<file path="config.mk">
export PLATFORM = sky130hd
export DESIGN_NAME = udp_tx_arbiter
export DESIGN_NICKNAME = d
export VERILOG_FILES = /design/src/rtl/eth_udp_pkg.sv /design/src/rtl/rr_arbiter.sv /design/src/rtl/udp_tx_arbiter.sv
export SDC_FILE = /design/constraint.sdc
export NUM_CORES = 1
export LEC_CHECK = 0
export CAP_MARGIN = 40
export CELL_PAD_IN_SITES_DETAIL_PLACEMENT = 0
export CELL_PAD_IN_SITES_GLOBAL_PLACEMENT = 1
export CORE_MARGIN = 2
export CORE_UTILIZATION = 34
export DETAILED_ROUTE_END_ITERATION = 10
export HOLD_SLACK_MARGIN = 0.06
export MAX_ROUTING_LAYER = met4
export PLACE_DENSITY = 0.78
export SYNTH_ARGS = -nofsm -noshare
export SYNTH_HDL_FRONTEND = slang
export SYNTH_HIERARCHICAL = 1
export SYNTH_SLANG_ARGS = --single-unit
</file>
<file path="constraint.sdc">
create_clock -name rgmii_clk -period 4.91 [get_ports rgmii_clk]
set_input_delay 0.982 -clock rgmii_clk [delete_from_list [all_inputs] [get_ports rgmii_clk]]
set_output_delay 0.982 -clock rgmii_clk [all_outputs]
set_load 0.02 [all_outputs]
</file>
<file path="src/rtl/eth_udp_pkg.sv">
// Shared constants and state encoding for the eth_udp_test transmit path.
package eth_udp_pkg;
  typedef enum logic [1:0] {
    ST_IDLE  = 2'd0,
    ST_START = 2'd1,
    ST_WAIT  = 2'd2,
    ST_GAP   = 2'd3
  } tx_state_e;

  localparam int UDP_MAX_PAYLOAD = 1472;
  localparam int LEN_W_DEF       = 16;
  localparam int IFG_CYCLES      = 12;
endpackage

</file>
<file path="src/rtl/rr_arbiter.sv">
// Rotating-priority picker: first set request strictly after ptr, wrapping around.
module rr_arbiter #(
  parameter int N  = 4,
  parameter int IW = $clog2(N)
) (
  input  logic [N-1:0]  req,
  input  logic [IW-1:0] ptr,
  output logic [IW-1:0] idx,
  output logic          vld
);
  logic [IW-1:0] cand;

  always_comb begin
    idx  = '0;
    vld  = 1'b0;
    cand = '0;
    for (int i = 1; i <= N; i++) begin
      cand = IW'((int'(ptr) + i) % N);
      if (!vld && req[cand]) begin
        vld = 1'b1;
        idx = cand;
      end
    end
  end
endmodule

</file>
<file path="src/rtl/udp_tx_arbiter.sv">
// Round-robin scheduler sharing one UDP transmit engine between NUM_REQ packet sources.
// Grants one source per frame, forwards engine byte pulls, enforces IFG and a completion timeout.
module udp_tx_arbiter
  import eth_udp_pkg::*;
#(
  parameter int NUM_REQ = 4,
  parameter int LEN_W   = LEN_W_DEF,
  parameter int MAX_LEN = UDP_MAX_PAYLOAD,
  parameter int MIN_GAP = IFG_CYCLES,
  parameter int TIMEOUT = 65535
) (
  input  logic                     rgmii_clk,
  input  logic                     rst,
  input  logic [NUM_REQ-1:0]       req_valid,
  input  logic [NUM_REQ*LEN_W-1:0] req_len,
  input  logic [NUM_REQ*8-1:0]     req_data,
  output logic [NUM_REQ-1:0]       req_grant,
  output logic [NUM_REQ-1:0]       req_rd,
  output logic [NUM_REQ-1:0]       req_done,
  output logic [NUM_REQ-1:0]       req_err,
  input  logic                     eng_ready,
  output logic                     eng_start,
  output logic [LEN_W-1:0]         eng_len,
  input  logic                     eng_data_req,
  output logic [7:0]               eng_data,
  input  logic                     eng_done,
  output logic                     busy
);
  localparam int IW = $clog2(NUM_REQ);
  localparam int TW = $clog2(TIMEOUT + 1);
  localparam int GW = (MIN_GAP > 1) ? $clog2(MIN_GAP + 1) : 1;
  // Counter starts the cycle after eng_start, so matching TIMEOUT-2 aborts exactly TIMEOUT cycles after it
  localparam logic [TW-1:0] TMO_LAST = TW'(TIMEOUT - 2);

  logic [NUM_REQ-1:0][LEN_W-1:0] len_a;
  logic [NUM_REQ-1:0][7:0]       dat_a;
  assign len_a = req_len;
  assign dat_a = req_data;

  tx_state_e        state;
  logic [IW-1:0]    rr_ptr, gidx, win_idx;
  logic             win_vld, len_bad;
  logic [LEN_W-1:0] win_len, byte_cnt;
  logic [TW-1:0]    tmo;
  logic [GW-1:0]    gap_cnt;

  rr_arbiter #(.N(NUM_REQ), .IW(IW)) u_rr (
    .req (req_valid),
    .ptr (rr_ptr),
    .idx (win_idx),
    .vld (win_vld)
  );

  assign win_len = len_a[win_idx];
  assign len_bad = (win_len == '0) || (int'(win_len) > MAX_LEN);

  assign req_rd = req_grant & {NUM_REQ{eng_data_req}};

  // Past eng_len the engine is padding; feed zeros rather than whatever the source holds
  always_comb begin
    eng_data = 8'h00;
    if (|req_grant && (byte_cnt < eng_len)) eng_data = dat_a[gidx];
  end

  always_ff @(posedge rgmii_clk) begin
    if (rst) begin
      state     <= ST_IDLE;
      rr_ptr    <= IW'(NUM_REQ - 1);
      gidx      <= '0;
      req_grant <= '0;
      req_done  <= '0;
      req_err   <= '0;
      eng_start <= 1'b0;
      eng_len   <= '0;
      byte_cnt  <= '0;
      tmo       <= '0;
      gap_cnt   <= '0;
      busy      <= 1'b0;
    end else begin
      req_done  <= '0;
      req_err   <= '0;
      eng_start <= 1'b0;
      case (state)
        ST_IDLE: begin
          if (eng_ready && win_vld) begin
            rr_ptr <= win_idx;
            if (len_bad) begin
              req_err[win_idx] <= 1'b1;
            end else begin
              req_grant[win_idx] <= 1'b1;
              gidx      <= win_idx;
              eng_len   <= win_len;
              eng_start <= 1'b1;
              byte_cnt  <= '0;
              busy      <= 1'b1;
              state     <= ST_START;
            end
          end
        end
        ST_START: begin
          byte_cnt <= '0;
          tmo      <= '0;
          state    <= ST_WAIT;
        end
        ST_WAIT: begin
          tmo <= tmo + TW'(1);
          if (eng_data_req && (byte_cnt != eng_len)) byte_cnt <= byte_cnt + LEN_W'(1);
          if (eng_done || (tmo == TMO_LAST)) begin
            if (eng_done) req_done[gidx] <= 1'b1;
            else          req_err[gidx]  <= 1'b1;
            req_grant <= '0;
            gap_cnt   <= '0;
            state     <= ST_GAP;
          end
        end
        ST_GAP: begin
          if (int'(gap_cnt) + 1 >= MIN_GAP) begin
            busy  <= 1'b0;
            state <= ST_IDLE;
          end else begin
            gap_cnt <= gap_cnt + GW'(1);
          end
        end
        default: state <= ST_IDLE;
      endcase
    end
  end
endmodule

</file>
=== Word level (Yosys, flattened, before mapping) ===
Cells that the tools add are included.
Widths: inputs -> output; s select.

* $add $sub $neg: 8
* $lt $le $gt $ge: 11
* Equality and inequality tests: 11
* Muxes and demuxes: 51
* Bitwise gates (word level): 8
* Reduce and logical (&&, ||, !) cells: 30

{| class="wikitable"
|+ Operator list
! kind !! count
|-
| $mux 16 || 4
|-
| $pmux 16 s3 || 1
|-
| $add 16x1->16 const B || 2
|-
| $bmux 16 s2 || 1
|-
| $mux 4 || 8
|-
| $pmux 16 s2 || 1
|-
| $pmux 4 s2 || 3
|-
| $lt 2x3->1 const B || 6
|-
| $bmux 8 s2 || 1
|-
| $eq 16x16->1 const B || 1
|-
| $gt 16x11->1 const B || 1
|-
| $logic_not 16->1 || 1
|-
| $lt 16x16->1 || 1
|-
| $mux 2 || 8
|-
| $mux 8 || 2
|-
| $ne 16x16->1 || 1
|-
| $reduce_and 4->1 || 4
|-
| $mux 1 || 14
|-
| $ne 2x2->1 const B || 6
|-
| $bmux 1 s2 || 4
|-
| $logic_and 1x1->1 || 8
|-
| $pmux 2 s4 || 1
|-
| $reduce_bool 2->1 || 4
|-
| $reduce_or 4->1 || 2
|-
| other kinds (20) || 34
|}

* Register bits: 72
* Bits of input ports: 105
* Output and inout bits: 42
* Word-level logic and storage cells: 131

=== Longest topological paths before layout ===
* Depth after elaboration: 21
* Gate-level depth with buffers: 13
* Mapped depth without buffers: 10

=== Cells and area by module ===
Netlist, hierarchy kept.

{| class="wikitable"
|+ By module, submodules not included
! module !! times used !! cells an instance !! area an instance (µm²) !! seq. area each (µm²)
|-
| udp_tx_arbiter || 1 || 485 || 4,360.4 || 1,441.4
|-
| rr_arbiter || 1 || 14 || 91.3 || 0.0
|}

=== Worst setup path after synthesis ===
OpenSTA, ideal clock, no wires.

* Path kind: in2reg
* Start: in req_valid[2]
* End: reg byte_cnt[4]
* Library setup time: 0.124 ns
* Arrival: 3.627 ns
* Required time: 4.786 ns
* Slack: 1.158 ns
* Cell stages on the path: 12
* Buffers on the path: 3
* Path through: and2b_1 -> a21oi_2 -> o221ai_2 -> buf_6 -> buf_2 -> mux4_2 -> nand4b_1 -> or2_1 -> o32a_1 -> buf_2 -> o21ai_0 -> o31ai_1

* Cells in the longest elaborated chain, start to end: 18
* Elaborated cells between the ends (all ways): 31
* Those cells by class: order compare: 1; eq/ne: 2; mux: 18; reduce/logical: 10

{| class="wikitable"
|+ RTL lines
! element !! RTL line !! source
|-
| start, declared || udp_tx_arbiter.sv:14 || <nowiki>input logic [NUM_REQ-1:0] req_valid,</nowiki>
|-
| $bmux 1 s2 || rr_arbiter.sv:19 || <nowiki>if (!vld && req[cand]) begin</nowiki>
|-
| $mux 1 (not written as such) || rr_arbiter.sv:19 ||
|-
| $mux 1 || rr_arbiter.sv:19 ||
|-
| $logic_not 1->1 || rr_arbiter.sv:19 ||
|-
| $logic_and 1x1->1 || rr_arbiter.sv:19 ||
|-
| $mux 1 || rr_arbiter.sv:19 ||
|-
| $logic_not 1->1 || rr_arbiter.sv:19 ||
|-
| $logic_and 1x1->1 || rr_arbiter.sv:19 ||
|-
| [... 3 more ...] || -- ||
|-
| $mux 2 * || rr_arbiter.sv:19 ||
|-
| via win_idx[0] || udp_tx_arbiter.sv:41 || <nowiki>logic [IW-1:0] rr_ptr, gidx, win_idx;</nowiki>
|-
| $bmux 16 s2 * || udp_tx_arbiter.sv:54 || <nowiki>assign win_len = len_a[win_idx];</nowiki>
|-
| $mux 16 (not written as such) * || udp_tx_arbiter.sv:54 ||
|-
| $gt 16x11->1 or $logic_not 16->1 (tied branches) || udp_tx_arbiter.sv:55 || <nowiki>assign len_bad = (win_len == '0) || (int'(win_len) > MAX_LEN);</nowiki>
|-
| $logic_or 1x1->1 * || udp_tx_arbiter.sv:55 ||
|-
| $ne 2x2->1 (no source line) * || -- ||
|-
| $reduce_and 4->1 (no source line) * || -- ||
|-
| end signal, assigned || udp_tx_arbiter.sv:107 || <nowiki>if (eng_data_req && (byte_cnt != eng_len)) byte_cnt <= byte_cnt + LEN_W'(1);</nowiki>
|-
| end, declared || udp_tx_arbiter.sv:43 || <nowiki>logic [LEN_W-1:0] win_len, byte_cnt;</nowiki>
|}

Mark *: on every way through the listed nets, which the timed path passes. The rest lies on a longest branch. The select of a mux whose other input is x is not followed.
A chain may end at the register's enable or synchronous reset.

=== Worst setup path in the final report ===
* Start: in req_valid[3]
* End: reg byte_cnt[12]

The elaborated chain is that of the path after synthesis.

==> reports/qor.yml <==
outcome:
  outcome: "completed"
synth:
  synth_top_family_by_area: "simple AND/OR/NAND/NOR gates"
  synth_edf_count: 0
  yosys.area_share.simple_pct: 25.6
  synthCells: 499
  yosys_warnings: 6
  muxShareOfSynthArea_pct: 15.1
  netlist.area_leader.share_pct: 32.4
  synth_xor_area_share_pct: 2.56
  ys_seq_area_share_pct: 32.4
  synth-adder-area-share_pct: 6.75
  synth.net_count: 628
  yosys-top-cells-area: "dfxtp_1 32%, ha_1 6.7%, mux4_2 6.1%"
  synth_area_per_cell_um2: 8.92
  synth-compound-area-share_pct: 12.8
  async_flop_share_pct: 0
  yosysMostFrequentCell: "dfxtp_1"
  yosys_register_bits: 72
  yosys-top-cells-count: "72 x dfxtp_1, 66 x nor2_1, 25 x inv_1"
  synth_top_area_cell: "dfxtp_1"
  post_synth_num_cell_types: 56
  synth.cell_area_um2: 4450
  ys.flop_type: "dfxtp_1"
pwr:
  power.leakage_nw: 2.31
  netSwitchingPower_mw: 0.339
  switching_share_pct: 22.9
  p_clk_share_pct: 43.4
  power_mw: 1.48
  comb_power_share_pct: 16.3
  powerDensity_nw_per_um2: 232
  vdd_drop_max_mv: 0.150
  p_seq_share_pct: 40.3
  power.internal_mw: 1.14
worst_setup_path:
  endpoint_kind: "flop"
  critPathMaxStageDelay_ns: 0.62
  start_kind: "input pin"
  critPathTopFamily: "simple AND/OR/NAND/NOR gates"
  critPathArrivalTime_ns: 4.76
  cp_num_buf_inv: 2
  worstSetupPathType: "input pin to flop"
  critical_path.max_fanout: 17
  worstPathCellList: "clkdlybuf4s50_1 > and2b_1 > a21oi_2 > o221ai_2 > buf_4 > mux4_1 > nor4_2 > a2111oi_1 > or2_4 > o32a_1 > nor4_1 > o22a_1"
  cp_slowest_cell: "mux4_1"
  worstPathRequired_ns: 5.19
floorplanning:
  core_area_um2: 12700
  start_util_pct: 35.0
  die_area_um2: 14000
  fp-row-count: 41
  chipWidth_um: 118
  ios: 147
  die_h_um: 118
finish:
  num_antenna_cells: 0
  drive_above_1_share_pct: 7.30
  synthToLayoutAreaGrowth_pct: 43.4
  fillers: 1215
  nets: 769
clock_network:
  cts.path.max_buffers: 2
  post_cts_buffers: 0
  hold_buffers: 0
  clk_latency_ns: 0.34
  cts.sink_count: 72
  cts_tree: "yes"
  clkSlewWorstSetupHoldPaths_ns: 0.05
  cts-root-buf: "clkbuf_16"
  cts_buffers: 9
  cts_resized: 0
  htree_levels: 3
grt:
  antenna_found_initial: 0
  grt_pass1_wl_mm: 20.9
  grt_max_degree: 33
  grt-ovfl-total: 0
  grt_usage_pct: 19.0
  grt_pass1_vias: 4265
place:
  hpwl_mm: 10.4
  gp_congestion: 0.808
  place.port_buffers: 146
routing:
  ant_nets: 0
  wl_per_cell_um: 16.1
  drtPass1Iterations: 5
  drt-total-wl_mm: 13.1
  vias: 4245
  drt_iter0_markers: 190
  route.detailed.drc: 0
  post_drt_via_cell_ratio: 5.20
timing:
  setup_violations: 0
  hold_violations: 0
  layout_min_cycle_time_ns: 4.48
  fmax_mhz: 223
  slew_viol_final: 0
  skew_ns: 0.00474
  tns_ns: 0
  relSlewSlack_pct: 43.6
  finalCritPeriodShare_pct: 91.2
  fin_hold_ws_ns: 0.482
  rsz0062_at_grt: "no"
  tightest_slew_ns: 0.839
hold_path:
  hold_class: "flop to flop"
run:
  cap_violations: 0
-- final cells by class --
class                   instances  area (um^2)  share of cell area (%)
clock buffers                  11          243                    3.80
clock inverters                 4         45.0                   0.705
inverters                      25         93.8                    1.47
multi-input cells             377         2810                    44.0
flip-flops and latches         72         1440                    22.6
well taps                     172          215                    3.37
repair buffers                155         1540                    24.1
-- registers in the layout (all words and copies together), names as in the netlist, 2 cells and up --
name,flops
byte_cnt,16
eng_len,16
tmo,16
gap_cnt,4
req_done,4
req_err,4
req_grant,4
gidx,2
rr_ptr,2
state,2
-- cells by family after synthesis --
kind of cell / after synthesis
multiplexers: 36
AND/OR/NAND/NOR: 218
XOR/XNOR: 13
buffers and inverters: 50
AO/OA/AOI/OAI: 86
adder cells (fa/ha/maj): 24
flip-flops: 72
-- path summary, 6_finish.rpt --
path           startpoint  cells after the start            to  slack [ns]
min reg2reg   eng_len[12]                      2   eng_len[12]        0.48
min           eng_len[12]                      2   eng_len[12]        0.48
max reg2reg     rr_ptr[1]                     11  byte_cnt[12]        1.18
max          req_valid[3]                     12  byte_cnt[12]        0.43
-- placed cells by master, fill, tap and decap left out, drive strengths merged, types with 5 or more instances in the layout --
cell	instances
mux4	22
and2	6
nand2	22
inv	25
mux2i	14
buf	10
o21a	7
a21oi	19
clkbuf	11
o31ai	10
nor4	9
xor2	8
nor2	66
nand3b	6
and3	9
nand3	18
nor2b	23
a31oi	7
o21ai	21
clkdlybuf4s50	145
or3	6
nand2b	14
nor3	14
a21o	5
nand4	12
ha	24
xnor2	5
dfxtp	72
-- power by group through the flow --
stage               logic (mW)  clock network, mW  registers (mW)
floorplan                0.116                  0           0.611
global placement         0.235                  0           0.609
detailed placement       0.241                  0           0.609
CTS                      0.242              0.654           0.596
global route             0.258              0.681           0.597
finish                   0.240              0.642           0.596
-- worst register-to-register path, stage by stage (launching register included) --
cell and delay (ns):
dfxtp_1 0.42, nand2b_1 0.16, a21oi_2 0.06, o221ai_2 0.17, buf_4 0.28, mux4_1 0.62
nor4_2 0.35, a2111oi_1 0.16, or2_4 0.30, o32a_1 0.59, nor4_1 0.38, o22a_1 0.18
-- per-stage QoR --
step | setup WS [ns] | cells | instance area [um^2] | util (%)
2_1_floorplan | 1.16 | 499 | 4450 | -
5_1_grt | 0.186 | 816 | 6380 | 50.2
4_1_cts | 0.456 | 816 | 6380 | 50.2
6_report | 0.434 | 816 | 6380 | 50.2
3_5_place_dp | 0.125 | 801 | 6100 | 47.9
3_3_place_gp | 0.266 | 800 | 6080 | 47.8
-- per-layer routing --
metal	up-vias	wire (um)	GRT usage (%)
li1	2095	-	-
met1	1975	5760	23.5
met2	160	6250	30.9
met3	15	877	3.76
met4	0	239	7.07
met5	-	0	-
Power figures use the tool's default switching activity.
